==> config.mk <==
export PLATFORM = sky130hd
export DESIGN_NAME = z80_resets
export DESIGN_NICKNAME = d
export VERILOG_FILES = /design/src/rtl/z80_resets.sv
export SDC_FILE = /design/constraint.sdc
export NUM_CORES = 1
export LEC_CHECK = 0
export ABC_AREA = 1
export CORE_AREA = 2 2 39 41
export DETAILED_ROUTE_END_ITERATION = 8
export DIE_AREA = 0 0 41 43
export PLACE_DENSITY = 0.58
export SETUP_SLACK_MARGIN = 0.1
export SLEW_MARGIN = 0
export SYNTH_ARGS = -nofsm -noshare
export SYNTH_HDL_FRONTEND = slang
export SYNTH_SLANG_ARGS = --single-unit
==> constraint.sdc <==
create_clock -name clk -period 1.2 [get_ports clk]
set_input_delay 0.36 -clock clk [delete_from_list [all_inputs] [get_ports clk]]
set_output_delay 0.36 -clock clk [all_outputs]
set_load 0.01 [all_outputs]
==> src/rtl/z80_resets.sv <==
// Reset conditioner for the Z80 core: turns the external reset pin into the internal
// active-low core reset and a PC-clear strobe, separating full resets from special resets.
module z80_resets #(
    parameter int CLRPC_TAIL = 2
) (
    input  logic clk,
    input  logic nfpga_reset,
    input  logic reset_in,
    input  logic M1,
    input  logic T2,
    input  logic nhold_clk_wait,
    output logic nreset,
    output logic clrpc
);

    // state        | meaning
    // MODE_FULL    | clrpc belongs to a full reset; released by the tail counter
    // MODE_SPECIAL | clrpc belongs to a special reset; released by the next M1&T2
    typedef enum logic {
        MODE_FULL    = 1'b0,
        MODE_SPECIAL = 1'b1
    } mode_t;

    localparam int TW = $clog2(CLRPC_TAIL + 1);
    localparam logic [TW-1:0] TAIL_LOAD = TW'(CLRPC_TAIL - 1);

    logic          r_r1;
    logic          r_cand;
    logic          r_nreset;
    logic          r_clrpc;
    mode_t         r_mode;
    logic [TW-1:0] r_tail;

    logic          w_special;
    logic          w_nreset_nxt;
    logic          w_clrpc_nxt;
    mode_t         w_mode_nxt;
    logic [TW-1:0] w_tail_nxt;

    always_comb begin
        w_special    = r_r1 & r_cand & ~reset_in;
        w_nreset_nxt = ~(r_r1 & ~w_special);
        w_clrpc_nxt  = r_clrpc;
        w_mode_nxt   = r_mode;
        w_tail_nxt   = r_tail;
        if (nhold_clk_wait) begin
            // The tail is preloaded while nreset is low and reloaded on the release edge,
            // so a full reset always overrides whatever clrpc was doing.
            if (!w_nreset_nxt || !r_nreset) begin
                w_clrpc_nxt = 1'b1;
                w_mode_nxt  = MODE_FULL;
                w_tail_nxt  = TAIL_LOAD;
            end else if (w_special) begin
                w_clrpc_nxt = 1'b1;
                w_mode_nxt  = MODE_SPECIAL;
            end else if (r_clrpc && (r_mode == MODE_FULL)) begin
                if (r_tail == '0) begin
                    w_clrpc_nxt = 1'b0;
                end else begin
                    w_tail_nxt = r_tail - TW'(1);
                end
            end else if (r_clrpc && M1 && T2) begin
                w_clrpc_nxt = 1'b0;
            end
        end
    end

    always_ff @(posedge clk) begin
        if (!nfpga_reset) begin
            r_r1     <= 1'b0;
            r_cand   <= 1'b0;
            r_nreset <= 1'b1;
            r_clrpc  <= 1'b0;
            r_mode   <= MODE_FULL;
            r_tail   <= '0;
        end else begin
            r_r1     <= reset_in;
            r_cand   <= reset_in & M1 & ~T2;
            r_nreset <= w_nreset_nxt;
            r_clrpc  <= w_clrpc_nxt;
            r_mode   <= w_mode_nxt;
            r_tail   <= w_tail_nxt;
        end
    end

    assign nreset = r_nreset;
    assign clrpc  = r_clrpc;

endmodule

[After elaboration in Yosys (flattened, before gate mapping)]
Cells that the tools add are included.
Word-level totals
  logic and storage cells: 43
  register bits after elaboration: 7
  output and inout port bits: 2
  bits of input ports: 6
Cells by class
  add/subtract/negate cells: 1
  eq/ne operators: 3
  reduce and logical (&&, ||, !) cells: 12
  multiplexer cells: 11
  bitwise operators: 10
Operator list (number)
  $mux W2: 4
  $mux W1: 7
  $and A1 B1 Y1: 5
  $not A1 Y1: 5
  $ne A4 B3 Y1 const B: 1
  $reduce_and A4 Y1: 1
  $reduce_bool A2 Y1: 2
  $reduce_bool A4 Y1: 1
  $logic_and A1 B1 Y1: 3
  $reduce_and A3 Y1: 1
  $logic_not A2 Y1: 1
  $ne A2 B1 Y1 const B: 1
  $ne A2 B2 Y1 const B: 1
  $reduce_and A2 Y1: 1
  $sub A2 B1 Y2 const B: 1
  $logic_not A1 Y1: 1
  $logic_or A1 B1 Y1: 1

[Logic depth before layout (Yosys ltp)]
Gate-level depths: netlist of the first run.
  depth after elaboration: 7
  depth in mapped cells: 8
  gate-level depth less buffers: 8

[Least setup slack after synthesis of the first run]
No wires, ideal clock.
  kind: reg-to-reg
  start: register r_tail[0]
  end: register r_tail[0]
  required time: 1085 ps
  setup slack: 150 ps
  path buffers: 0
  library setup time: 115 ps
  clock period less this slack: 1050 ps
  stages on the path, launching flop included: 7
  arrival: 935 ps
  cells stage by stage: dfxtp_1 -> inv_1 -> ha_1 -> nor2_4 -> nand2_1 -> o21bai_1 -> nor2_1
Between the ends
  cells in the longest elaborated chain, start to end: 5
  elaborated cells on any way between the ends: 8
  classes of those cells: 1 x add/sub; 1 x eq/ne; 4 x mux; 2 x reduce/logical
Ends and longest elaborated chain
  start: declaration: line 32  | logic [TW-1:0] r_tail;
  start signal: assignment: line 82  | r_tail <= w_tail_nxt;
  $sub A2 B1 Y2: line 60  | w_tail_nxt = r_tail - TW'(1);
  $mux W2: line 57  | if (r_tail == '0) begin
  $mux W2: line 56  | end else if (r_clrpc && (r_mode == MODE_FULL)) begin
  $mux W2: line 53  | end else if (w_special) begin
  $mux W2: line 49  | if (!w_nreset_nxt || !r_nreset) begin
Parallel ways exist; a longest one is shown, timed or not. The select of a mux whose other input is x is not followed.
A chain may end at the register's enable or synchronous reset.

[Final worst setup path of the first run]
  start: register r_nreset (netlist: nreset)
  end: output port nreset
RTL lines
  start: declaration: line 29  | logic r_nreset;
  start signal: assignment: line 79  | r_nreset <= w_nreset_nxt;
  end: declaration: line 12  | output logic nreset,
No word-level cell between the ends.

==> qor.yml, run 1 <==
outcome:
  status: "completed"
critical_path:
  cp_data_arrival_time_ps: 700
  criticalPathCategory: "register to primary output"
  cp_top_family: "flip-flops"
  crit_buf_inv: 1
  slowest_delay_ps: 310
  cp_slowest_cell: "dfxtp_2"
  cp-end-kind: "primary output"
  crit_required_ps: 840
  crit_path_cell_trace: "buf_2"
  start_kind: "register"
  crit_fanout: 2
timing:
  slew_headroom: 0.8478
  setup_viol: 0
  whs_ps: 452.8
  final.min_clock_period_ps: 1064
  hold_viol_final: 0
  rsz0062_at_grt: "yes"
  max_freq_ghz: 0.9397
  worst_pin_slew_ps: 225.9
  finClkSkew_ps: 0.7098
  drv_slew: 0
  final.period_utilization: 0.8868
floorplan:
  chipHeight_microns: 43
  io_pins: 8
  die_x_microns: 41
  rows: 14
  initial_core_util: 0.2387
  die_area_sq_um: 1763
  core_area_sq_um: 1384
clock_tree:
  cts_hold_buf: 0
  clockBufferDepth: 2
  cts_htree_levels: 1
  numCtsBuffers: 3
  clk_latency_ps: 260
  postCtsSetupRepairBufs: 0
  clk_pin_slew_ps: 50
  cts_tree: "yes"
  cts_num_sinks: 7
  cts_root_buf: "clkbuf_4"
yosys:
  synth_cells: 46
  synth_top_family_by_area: "simple AND/OR/NAND/NOR gates"
  avgSynthCellArea_sq_um: 7.181
  ys_seq_area_frac: 0.4242
  synth-adder-area-share: 0.03788
  synthesis.nets: 53
  synth_area_sq_um: 330.3
  yosys_warnings: 0
  ys_ff_latch: 7
  synth_compound_area_frac: 0.06818
  yosys.area_share.simple: 0.3788
  synth_mux_area_frac: 0
  synth_cell_types: 14
  synth-xor-area-share: 0
route:
  first_iter_violations: 0
  first_pass_iters: 1
  vias_per_cell: 4.208
  wl_microns: 634
  post_drt_wl_per_cell_microns: 8.234
  num_vias: 324
  ant_nets: 0
  drc_errors: 0
placed_design:
  gp_congestion: 0.7595
  hpwl_microns: 509.3
  io_buffers: 7
final_layout:
  syn2layout_area_growth_pct: 43.94
  fin_nets: 69
  drive_gt1_frac: 0.3607
  antenna_cells: 0
global_routing:
  antenna_found_initial: 0
  grt_pass1_vias: 276
  grt_pass1_wl_mm: 1.117
  grt_util_all_layers: 0.09668
  grt_max_degree: 5
  grt-ovfl-total: 0
power_and_ir_drop:
  peakVddDrop_mv: 0.6355
  p_per_area_nw_per_um2: 1185
  p_leak_nw: 0.2207
  p_total_mw: 0.5634
min_path:
  hp-class: "input pin to register"
job:
  max_cap_viol_count: 0
-- cell families (layout without fill, tap and decap cells) --
logic type / Yosys count / in the layout
buffers and inverters: 8 / 23
AOI/OAI and AO/OA: 4 / 4
adders and majority gates: 1 / 1
DFF: 7 / 7
and+or+nand+nor: 26 / 26
-- registers in the layout, summed over array words and instances (netlist names) --
register / count
r_mode: 1
r_r1: 1
r_cand: 1
nreset: 1
r_tail: 2
clrpc: 1
-- path summary, 6_finish.rpt --
check	startpoint	to	slack [ps]	depth (start not counted)
worst max-delay path	nreset	nreset	140	1
worst min-delay path	reset_in	r_r1	450	3
worst max register to register	r_tail[0]	r_tail[0]	190	6
worst min register to register	r_tail[1]	r_tail[1]	460	2
-- cells in the mapped netlist --
cell	number	share of area
nand2_1	10	0.11
dfxtp_1	7	0.42
inv_1	6	0.068
nand3_1	5	0.076
nor2_1	5	0.057
nand2_2	3	0.057
a21oi_1	2	0.030
inv_2	2	0.023
ha_1	1	0.038
nand3b_1	1	0.023
nor2_2	1	0.019
nor2_4	1	0.034
o21ai_0	1	0.015
o21bai_1	1	0.023
-- power by group --
part	internal [mW]	total (mW)	leakage (nW)	switching [mW]
sequential	0.247	0.255	0.0579	0.00831
combinational	0.0454	0.0878	0.148	0.0424
clock	0.127	0.220	0.0150	0.0930
total	0.420	0.563	0.221	0.144
-- cells in the final DEF, fill, tap and decap left out --
master,synthesis,routed
buf_2,0,2
buf_4,0,4
nand2_2,3,5
clkbuf_1,0,1
nand3_1,5,5
nor2_1,5,5
dlygate4sd2_1,0,2
nand2_1,10,8
clkbuf_4,0,3
nor2_4,1,1
nand3b_1,1,1
ha_2,0,1
a21oi_1,2,2
o21bai_1,1,1
inv_1,6,6
o21ai_0,1,1
inv_2,2,2
clkdlybuf4s50_1,0,3
dfxtp_1,7,4
nor2_2,1,1
dfxtp_2,0,3
-- area by class of cell --
type | instances | area, sq um
clock buffer | 4 | 26.28
fill | 144 | 908.4
inverter | 8 | 30.03
multi-input combinational | 31 | 167.7
sequential | 7 | 143.9
tap | 16 | 20.02
timing repair buffer | 11 | 87.58
-- routing by layer --
| layer | track usage | part of all wire |
|---|---|---|
| met4 | 0.1000 | 0.043 |
| met5 | 0 | 0 |
| met1 | 0.1266 | 0.44 |
| met3 | 0.01571 | 0.066 |
| met2 | 0.1219 | 0.45 |
-- metrics by stage --
step | instance area (sq um) | worst slack [ps] | utilization | TNS (ps) | instances
2_1_floorplan | 330.3 | 149.5 | - | 0 | 46
3_3_place_gp | 450.4 | -206.1 | 0.3255 | -695.4 | 73
3_5_place_dp | 450.4 | -219.4 | 0.3255 | -730.0 | 73
4_1_cts | 469.2 | 111.2 | 0.3391 | 0 | 77
5_1_grt | 475.5 | 94.75 | 0.3436 | 0 | 77
6_report | 475.5 | 135.9 | 0.3436 | 0 | 77
-- repair_timing --
item                                    4_1_cts  5_1_grt
gates resized for setup                      12        4
pin swaps                                     2        2
cloned                                        0        0
endpoints found under the setup margin        5        4
No activity file was read; power rests on OpenSTA's default activity.
==> inputs of run 2 (changes only) <==
DONT_BUFFER_PORTS = 1   (was unset)
PLACE_DENSITY = 0.5   (was 0.58)
==> run 2 against run 1 <==
Clock-buffer cell count down 1. Cell area down 17%. Highest routed layer is now met3. Final cell count down 13%. Die area unchanged. Non-clock buffer count down 10. First-iteration DRC count up 1. Critical endpoint is now clrpc. Sequential share of layout area up 5.7 points. Global-route usage down 0.89 points. Clock skew up 13 ps. Critical path depth unchanged. Utilization down 5.7 points.
==> qor.yml, run 2 (synthesis results as in run 1) <==
outcome:
  status: "completed"
route:
  first_iter_violations: 1  # +1
  vias_per_cell: 4.239  # +0.74%
  drc_errors: 0  # unchanged
  post_drt_wl_per_cell_microns: 8.463  # +2.8%
  ant_nets: 0  # unchanged
  num_vias: 284  # -12%
  wl_microns: 567  # -11%
  first_pass_iters: 2  # +1
clock_tree:
  cts_htree_levels: 1  # unchanged
  cts_root_buf: "clkbuf_4"
  cts_num_sinks: 7  # unchanged
  cts_tree: "yes"
  cts_hold_buf: 0  # unchanged
  clk_pin_slew_ps: 60  # about the same
  clockBufferDepth: 2  # unchanged
  numCtsBuffers: 3  # unchanged
  clk_latency_ps: 260  # about the same
  postCtsSetupRepairBufs: 0  # unchanged
final_layout:
  drive_gt1_frac: 0.3137  # -0.04693
  layout_common_cells: "nand2_1, inv_1, nor2_1, nand3_1, dfxtp_1"
  antenna_cells: 0  # unchanged
  final_common_cell: "nand2_1"
  largest_reg_flops: 2  # unchanged
  fin_nets: 59  # -14%
  syn2layout_area_growth_pct: 20.08
  top_register: "r_tail"
  final_cell_count_no_fill: 67  # -13%
power_and_ir_drop:
  p_total_mw: 0.5290  # -6.1%
  p_per_area_nw_per_um2: 1334  # +13%
  peakVddDrop_mv: 0.5910  # -7.0%
  p_leak_nw: 0.1802  # -18%
placed_design:
  hpwl_microns: 489.8  # -3.8%
  placed_cells: 63  # -14%
  io_buffers: 0  # -7
  gp_congestion: 0.6572  # -13%
critical_path:
  criticalPathCategory: "register to primary output"
  crit_buf_inv: 1  # unchanged
  cp_data_arrival_time_ps: 700  # about the same
  start_kind: "register"
  cp_slowest_cell: "dfxtp_2"
  crit_fanout: 3  # +1
  startpoint: "clrpc"
  crit_required_ps: 840  # about the same
  r2r-start: "r_tail[0]"
  cp-end-kind: "primary output"
  slowest_delay_ps: 320  # about the same
  cp_top_family: "flip-flops"
  crit_path_cell_trace: "buf_6"
job:
  max_cap_viol_count: 0  # unchanged
timing:
  rsz0062_at_grt: "no"
  worst_pin_slew_ps: 200.7  # -25.27 ps
  drv_slew: 0  # unchanged
  max_freq_ghz: 0.9463  # +0.70%
  final.min_clock_period_ps: 1057  # -7.381 ps
  final.period_utilization: 0.8806  # -0.006151
  finClkSkew_ps: 13.26  # +12.55 ps
  tns_ps: 0  # unchanged
  slew_headroom: 0.8648  # +0.01703
  setup_viol: 0  # unchanged
  hold_viol_final: 0  # unchanged
min_path:
  worstHoldStart: "T2"
  hp-class: "input pin to register"
floorplan:
  die_x_microns: 41  # unchanged
  io_pins: 8  # unchanged
  die_area_sq_um: 1763  # unchanged
  core_area_sq_um: 1384  # unchanged
  rows: 14  # unchanged
  initial_core_util: 0.2387  # unchanged
  chipHeight_microns: 43  # unchanged
global_routing:
  grt_util_all_layers: 0.08779  # -0.008887
  grt_max_degree: 6  # +1
  grt_pass1_wl_microns: 959  # -14%
  grt-ovfl-total: 0  # unchanged
  grt_pass1_vias: 263  # -4.7%
  antenna_found_initial: 0  # unchanged
[run 2: cell count changes in the layout (fill, tap and decap cells not counted), moves of 2 or more]
cell             previous run  this run
buf_2                       2         0
clkdlybuf4s50_1             3         0
buf_4                       4         0
dlygate4sd2_1               2         0
[run 2: where the power goes]
part / switching (mW) / internal (mW) / total, mW
Sequential: 0.00971 / 0.246 / 0.256
Combinational: 0.0313 / 0.0267 / 0.0580
Clock: 0.0929 / 0.122 / 0.215
Total: 0.134 / 0.395 / 0.529
[run 2: worst paths after layout]
path / depth (start not counted) / end / slack (ps)
worst max-delay path: 1 / clrpc / 140
worst min register to register: 1 / nreset / 450
worst min-delay path: 1 / r_cand / 170
worst max register to register: 6 / r_tail[0] / 190
[run 2: metal layers]
metal | up-vias | global-route usage | wire, microns
li1 | 153 | - | -
met1 | 123 | 0.1078 | 262
met4 | 0 | 0.08000 | 0
met2 | 8 | 0.1031 | 259
met5 | - | 0 | 0
met3 | 0 | 0.04712 | 45
[run 2: layout make-up]
| type | instances | area, sq um |
|---|---|---|
| Fill cell | 159 | 987.2 |
| Multi-Input combinational cell | 31 | 165.2 |
| Sequential cell | 7 | 142.6 |
| Inverter | 8 | 30.03 |
| Clock buffer | 3 | 22.52 |
| Tap cell | 16 | 20.02 |
| Timing Repair Buffer | 1 | 11.26 |
| Clock inverter | 1 | 5.005 |
[run 2: what timing repair did]
item / CTS / global route
pin swaps: 0 / 2
gates resized for setup: 1 / 4
endpoints found under the setup margin: 1 / 2
[run 2: per-stage QoR]
stage               hold slack (ps)  instance area [sq um]  utilization  setup WS (ps)
finish                        168.6                  396.6       0.2866          143.2
global route                  148.3                  396.6       0.2866          111.8
CTS                           164.4                  387.9       0.2803          102.6
detailed placement            440.8                  357.8       0.2586          63.96
global placement              437.9                  357.8       0.2586          80.75
floorplan                     414.2                  330.3            -          149.5
